### config.mk
export PLATFORM = sky130hd
export DESIGN_NAME = msg_receiver
export DESIGN_NICKNAME = d
export VERILOG_FILES = /design/src/rtl/msg_receiver.sv
export SDC_FILE = /design/constraint.sdc
export NUM_CORES = 1
export LEC_CHECK = 0
export CAP_MARGIN = 25
export CORE_MARGIN = 2
export CORE_UTILIZATION = 50
export DETAILED_ROUTE_END_ITERATION = 16
export HOLD_SLACK_MARGIN = 0.06
export PLACE_DENSITY = 0.7
export SKIP_CTS_REPAIR_TIMING = 1
export SKIP_LAST_GASP = 1
export SLEW_MARGIN = 0
export SYNTH_ARGS = -nofsm -noshare
export SYNTH_HDL_FRONTEND = slang
export SYNTH_SLANG_ARGS = --single-unit
### constraint.sdc
create_clock -name clk -period 2 [get_ports clk]
set_input_delay 0.3 -clock clk [delete_from_list [all_inputs] [get_ports clk]]
set_output_delay 0.3 -clock clk [all_outputs]
set_load 0.02 [all_outputs]
### src/rtl/msg_receiver.sv
// msg_receiver: 8N1 serial receiver with a single-entry hold register, frame/overrun flags.
// Optional even-parity bit when MSG_RX_PARITY_EN is defined (adds PARITY state and parity_err).
module msg_receiver #(
  parameter int CLKS_PER_BIT = 1250,
  parameter int CNT_W        = $clog2(CLKS_PER_BIT)
) (
  input  logic       clk,
  input  logic       rst,
  input  logic       rx_in,
  input  logic       rx_ack,
  output logic [7:0] rx_data,
  output logic       data_ready,
  output logic       frame_err,
  output logic       overrun,
  output logic       busy
`ifdef MSG_RX_PARITY_EN
  ,
  output logic       parity_err
`endif
);

  localparam logic [CNT_W-1:0] HALF_LAST = CNT_W'(CLKS_PER_BIT / 2 - 1);
  localparam logic [CNT_W-1:0] BIT_LAST  = CNT_W'(CLKS_PER_BIT - 1);

  typedef enum logic [2:0] {
    IDLE,
    START,
    DATA,
    STOP,
    WAIT_HIGH
`ifdef MSG_RX_PARITY_EN
    ,
    PARITY
`endif
  } state_t;

  state_t           state;
  logic [CNT_W-1:0] cnt;
  logic [2:0]       bit_idx;
  logic [7:0]       shreg;
  logic             rx_m, rx_s, rx_prev;
  logic             ack_take;
  logic             bit_done;

  // Synchroniser and edge-detect history reset to the idle-line level.
  always_ff @(posedge clk) begin
    if (rst) begin
      rx_m    <= 1'b1;
      rx_s    <= 1'b1;
      rx_prev <= 1'b1;
    end else begin
      rx_m    <= rx_in;
      rx_s    <= rx_m;
      rx_prev <= rx_s;
    end
  end

  assign ack_take = rx_ack && data_ready;
  assign bit_done = (cnt == BIT_LAST);

  always_ff @(posedge clk) begin
    if (rst) begin
      state      <= IDLE;
      cnt        <= '0;
      bit_idx    <= '0;
      shreg      <= '0;
      rx_data    <= '0;
      data_ready <= 1'b0;
      frame_err  <= 1'b0;
      overrun    <= 1'b0;
      busy       <= 1'b0;
`ifdef MSG_RX_PARITY_EN
      parity_err <= 1'b0;
`endif
    end else begin
      frame_err <= 1'b0;
`ifdef MSG_RX_PARITY_EN
      parity_err <= 1'b0;
`endif
      if (ack_take) begin
        data_ready <= 1'b0;
        overrun    <= 1'b0;
      end

      case (state)
        IDLE: begin
          if (rx_prev && !rx_s) begin
            state <= START;
            cnt   <= '0;
            busy  <= 1'b1;
          end
        end

        START: begin
          if (cnt == HALF_LAST) begin
            cnt <= '0;
            if (!rx_s) begin
              state   <= DATA;
              bit_idx <= '0;
            end else begin
              state <= IDLE;
              busy  <= 1'b0;
            end
          end else begin
            cnt <= cnt + 1'b1;
          end
        end

        DATA: begin
          if (bit_done) begin
            cnt     <= '0;
            shreg   <= {rx_s, shreg[7:1]};
            bit_idx <= bit_idx + 1'b1;
            if (bit_idx == 3'd7) begin
`ifdef MSG_RX_PARITY_EN
              state <= PARITY;
`else
              state <= STOP;
`endif
            end
          end else begin
            cnt <= cnt + 1'b1;
          end
        end

`ifdef MSG_RX_PARITY_EN
        PARITY: begin
          if (bit_done) begin
            cnt <= '0;
            if (rx_s == ^shreg) begin
              state <= STOP;
            end else begin
              parity_err <= 1'b1;
              state      <= WAIT_HIGH;
            end
          end else begin
            cnt <= cnt + 1'b1;
          end
        end
`endif

        STOP: begin
          if (bit_done) begin
            cnt <= '0;
            if (rx_s) begin
              state <= IDLE;
              busy  <= 1'b0;
              // An acknowledge in this same cycle frees the register for the new byte.
              if (!data_ready || ack_take) begin
                rx_data    <= shreg;
                data_ready <= 1'b1;
              end else begin
                overrun <= 1'b1;
              end
            end else begin
              frame_err <= 1'b1;
              state     <= WAIT_HIGH;
            end
          end else begin
            cnt <= cnt + 1'b1;
          end
        end

        // A line held low after a bad frame must not look like a new start edge.
        WAIT_HIGH: begin
          if (rx_s) begin
            state <= IDLE;
            busy  <= 1'b0;
          end
        end

        default: begin
          state <= IDLE;
          busy  <= 1'b0;
        end
      endcase
    end
  end

endmodule
* Word-level counts from Yosys, hierarchy flattened
Index checks and enable logic that the tools add are counted.
** Cells by class
- Add/subtract/negate cells :: 2
- Multiplexer cells :: 33
- Reduce and logical (&&, ||, !) cells :: 16
- Bitwise logic cells :: 3
- Equality and inequality tests :: 14
** Operators with widths (number)
- two-way mux 11 bit :: 3
- case mux 11 bit (3 select lines) :: 1
- two-way mux 3 bit :: 10
- two-way mux 1 bit :: 15
- case mux 3 bit (5 select lines) :: 1
- != test 2 bit, second input constant :: 7
- AND reduction 4 bit :: 3
- adder 11 x 1 -> 11 bit, second input constant :: 1
- equality test 11 x 10 -> 1 bit, second input constant :: 1
- equality test 11 bit, second input constant :: 1
- equality test 3 x 2 -> 1 bit, second input constant :: 2
- equality test 3 bit, second input constant :: 2
- case mux 3 bit (2 select lines) :: 1
- AND reduction 6 bit :: 1
- case mux 1 bit (5 select lines) :: 1
- AND reduction 2 bit :: 2
- adder 3 x 1 -> 3 bit, second input constant :: 1
- equality test 3 x 1 -> 1 bit, second input constant :: 1
- logical NOT 3 bit :: 1
- NOT 1 bit :: 3
- nonzero test 3 bit :: 1
- OR reduction 3 bit :: 1
- logical AND 1 bit :: 2
- logical NOT 1 bit :: 2
- other kinds (4) :: 4
** Word-level totals
- Register bits :: 40
- Input bits :: 4
- Logic and storage cells :: 80
- Output and inout port bits :: 12

* Logic depth before layout (Yosys ltp)
Gate-level depths: netlist of the first run.
- Word-level depth :: 6
- Mapped depth :: 8
- Gate-level depth less buffers :: 7

* Worst setup path before layout of the first run
No wires, ideal clock.
- Path type :: flip-flop to flip-flop
- Start point :: register cnt[2]
- End point :: register cnt[10]
- Data required time :: 1.880 ns
- Clock period less this slack :: 1.814 ns
- Path buffers :: 3
- Arrival time :: 1.694 ns
- Stages on the path, launching flop included :: 9
- Slack :: 0.186 ns
- Path through :: dfxtp_1 -> buf_6 -> or3_1 -> buf_6 -> nor3_4 -> o32a_2 -> buf_6 -> nor3_2 -> a211o_1
** Between the ends
- Longest elaborated chain between the ends :: 3
** Ends and longest elaborated chain
- start, declared :: line 38 : logic [CNT_W-1:0] cnt;
- start signal, assigned :: line 105 : cnt <= cnt + 1'b1;
- start signal, assigned :: line 122 : cnt <= cnt + 1'b1;
- start signal, assigned :: line 160 : cnt <= cnt + 1'b1;
- adder 11 x 1 -> 11 bit (tied with other cells) :: line 105, 122, 160
- two-way mux 11 bit (on tied branches) :: line 110, 143, 95
- case mux 11 bit (3 select lines) (*) :: line 85 : case (state)
Every way passes the cells marked *; elsewhere a longest branch is shown, timed or not.
A chain may end at the register's enable or synchronous reset.

* Worst setup path after layout of the first run
- Start point :: register cnt[8]
- End point :: register cnt[9]
The elaborated chain is that of the path after synthesis.

==> impl_metrics.csv, run 1 <==
group,metric,value,unit
outcome,status,"completed",
sta,fmax,0.514,GHz
power,pwr-share-comb,3.5,%
place,post-place-ws,0.0595,ns
worst_setup_path,reg2reg_setup_slack,0.05,ns
clock_tree,cts_root_buf,"clkbuf_8",
synth,syn_inst,222,
sta,clock_skew,0.00694,ns
worst_setup_path,crit_arrival,2.14,ns
power,intPower,1.10,mW
synth,yosysTopAreaCell,"dfxtp_1",
worst_setup_path,worstPathMaxFanout,11,
sta,rsz0062_at_grt,"yes",
sta,hold_viol,0,
detailed_routing,final_antenna_net_count,0,
grt,grt_max_degree,26,
detailed_routing,post-route-drc-count,0,
synth,synth_ff_type,"dfxtp_1",
place,portBuffers,15,
clock_tree,cts_tree,"yes",
synth,synth.most_common_cell,"dfxtp_1",
sta,slew-limit-headroom,65.7,%
layout,drive_gt1_share,15.7,%
worst_setup_path,r2r_cells,5,
detailed_routing,wl_per_cell,13.6,µm
synth,synth_fp_nets,231,
power,p_sw_share,23.4,%
sta,period_minus_slack,1.95,ns
floorplanning,row_count,22,
worst_hold_path,hold_path_depth,1,
place,placedCellCount,289,
synth,synth-seq-area-share,41.6,%
floorplanning,coreArea,0.00369,mm²
worst_hold_path,min_path_type,"flop to flop",
floorplanning,die_area,0.00436,mm²
grt,grt_usage,20.8,%
sta,tns,0,ns
place,dp_hpwl,2900,µm
worst_setup_path,end_kind,"flop",
layout,finish.utilization,62.3,%
sta,finalCritPeriodShare,97.3,%
detailed_routing,first_pass_iters,5,
detailed_routing,routed_via_density,5.44,
worst_setup_path,crit_required,2.20,ns
place,gp_congestion,0.817,
synth,yosys.cell_types.count,48,
floorplanning,initial_utilization,52.2,%
clock_tree,clk_latency,0.30,ns
floorplanning,io_pins,16,
clock_tree,clk_pin_slew,0.08,ns
sta,worst_slack,0.0546,ns
power,peakVddDrop,0.426,mV
layout,fillCellCount,322,
synth,synth_edf_count,0,
synth,netlist_area,0.00193,mm²
layout,fin_cells,297,
layout,area_growth,19.4,%
detailed_routing,vias,1617,
power,p_switching,335,µW
power,cellPowerDensity,623,mW/mm²
grt,grt_pass1_wl,6960,µm
sta,worst_pin_slew,0.513,ns
detailed_routing,routed_wl,4050,µm
clock_tree,cts_num_sinks,40,
power,clkPwrFrac,40.6,%
layout,multi_input_area,0.00105,mm²
layout,final_nets,257,
synth,syn_avg_cell_area,8.67,µm²
clock_tree,cts_made_buffers,5,
clock_tree,clockBufferDepth,2,
grt,grt_pass1_vias,1511,
synth,synthTopCellsByArea,"dfxtp_1 42%, nand2_1 5.8%, mux2i_1 5.7%, nor2_1 4.3%, a21oi_1 4.2%",
sta,slew_viol_final,0,
sta,setup_viol,0,
floorplanning,die_x,66.1,µm
synth,synth_warnings,0,
synth,yosys.area.top_type_share,41.6,%
layout,area.sequential,803,µm²
power,p_seq_share,55.9,%
worst_setup_path,start_kind,"flop",
worst_setup_path,worst-setup-path-type,"flop to flop",
clock_tree,htree_levels,2,
power,p_total,1.43,mW
detailed_routing,drt_iter0_drc,136,
synth,yosys_register_bits,40,
power,p_leak,0.866,nW
synth,synth_async_sr_flop_share,0,%
synth,synthTopCellsByCount,"40 x dfxtp_1, 30 x nand2_1, 22 x nor2_1, 16 x a21oi_1, 11 x mux2i_1",
floorplanning,die_y,66.1,µm
grt,overflow,0,
job,cap_violations,0,
grt,antenna_found_initial,0,
layout,antenna_cells,0,
[critical path: stages (launching register included)]
cell and delay (ns):
dfxtp_1 0.35, or3_1 0.54, nor3_4 0.32, o32a_4 0.28
and2b_1 0.19, o21a_1 0.16
[registers in the layout, summed over array words and instances, names as in the netlist]
register / cells
cnt: 11
rx_data: 8
shreg: 8
bit_idx: 3
state: 3
busy: 1
data_ready: 1
frame_err: 1
overrun: 1
rx_m: 1
rx_prev: 1
rx_s: 1
[power by group through the flow]
stage          Combinational, mW  Sequential (mW)  Clock (mW)
2_1_floorplan             0.0259            0.820           0
5_1_grt                   0.0552            0.801       0.622
4_1_cts                   0.0497            0.800       0.591
3_3_place_gp              0.0489            0.819           0
6_report                  0.0500            0.800       0.582
3_5_place_dp              0.0492            0.819           0
[per-layer routing]
metal / wire length [µm] / share of wire (%) / track usage [%] / vias up
met5: 0 / 0 / 0 / -
met4: 57 / 1.4 / 8.42 / 0
met3: 178 / 4.4 / 6.13 / 6
met2: 1810 / 45 / 31.1 / 35
met1: 2010 / 50 / 28.1 / 745
li1: - / - / - / 831
[area by class of cell]
class	count	share of cell area (%)
clock buffers	6	3.59
clock inverters	2	0.653
inverters	8	1.31
multi-input cells	164	45.8
flip-flops and latches	40	34.9
well taps	48	2.61
repair buffers	29	11.1
[metrics by stage]
stage               hold slack, ns  cell area (µm²)
floorplan                    0.389             1930
global placement             0.394             2180
detailed placement           0.398             2180
CTS                          0.417             2280
global route                 0.434             2300
finish                       0.415             2300
[worst paths after layout]
kind | start | to
worst max-delay path | cnt[8] | cnt[9]
worst min-delay path | rx_m | rx_s
worst max register to register | cnt[8] | cnt[9]
worst min register to register | rx_m | rx_s
[cells in the final DEF, fill, tap and decap left out, drive strengths merged, types with 3 or more instances in the layout]
cell | Yosys | final
a21o | 4 | 4
mux2i | 11 | 11
clkdlybuf4s50 | 0 | 15
nor2 | 22 | 22
buf | 5 | 14
nor3 | 10 | 10
a21oi | 16 | 16
clkbuf | 5 | 6
or2 | 5 | 5
inv | 8 | 8
or4 | 3 | 3
a211oi | 3 | 3
nor4 | 3 | 3
dfxtp | 40 | 40
nand2 | 30 | 30
nand3 | 9 | 9
o21ai | 7 | 7
ha | 5 | 5
or3 | 7 | 7
[kinds of logic after synthesis]
kind of cell	after synthesis	synth area share, %
AND/OR/NAND/NOR	101	28.4
AO/OA/AOI/OAI	44	14.9
flip-flops	40	41.6
buffers and inverters	18	4.81
multiplexers	11	5.72
adder cells (fa/ha/maj)	5	3.25
XOR/XNOR	3	1.36
Note: power is estimated with default switching activity, not from simulation.
==> inputs of run 2 (changes only) <==
Settings changed: CAP_MARGIN 25 to default.
==> results of run 2 <==
The final DEF is identical to that of run 1; final timing and power are the same.
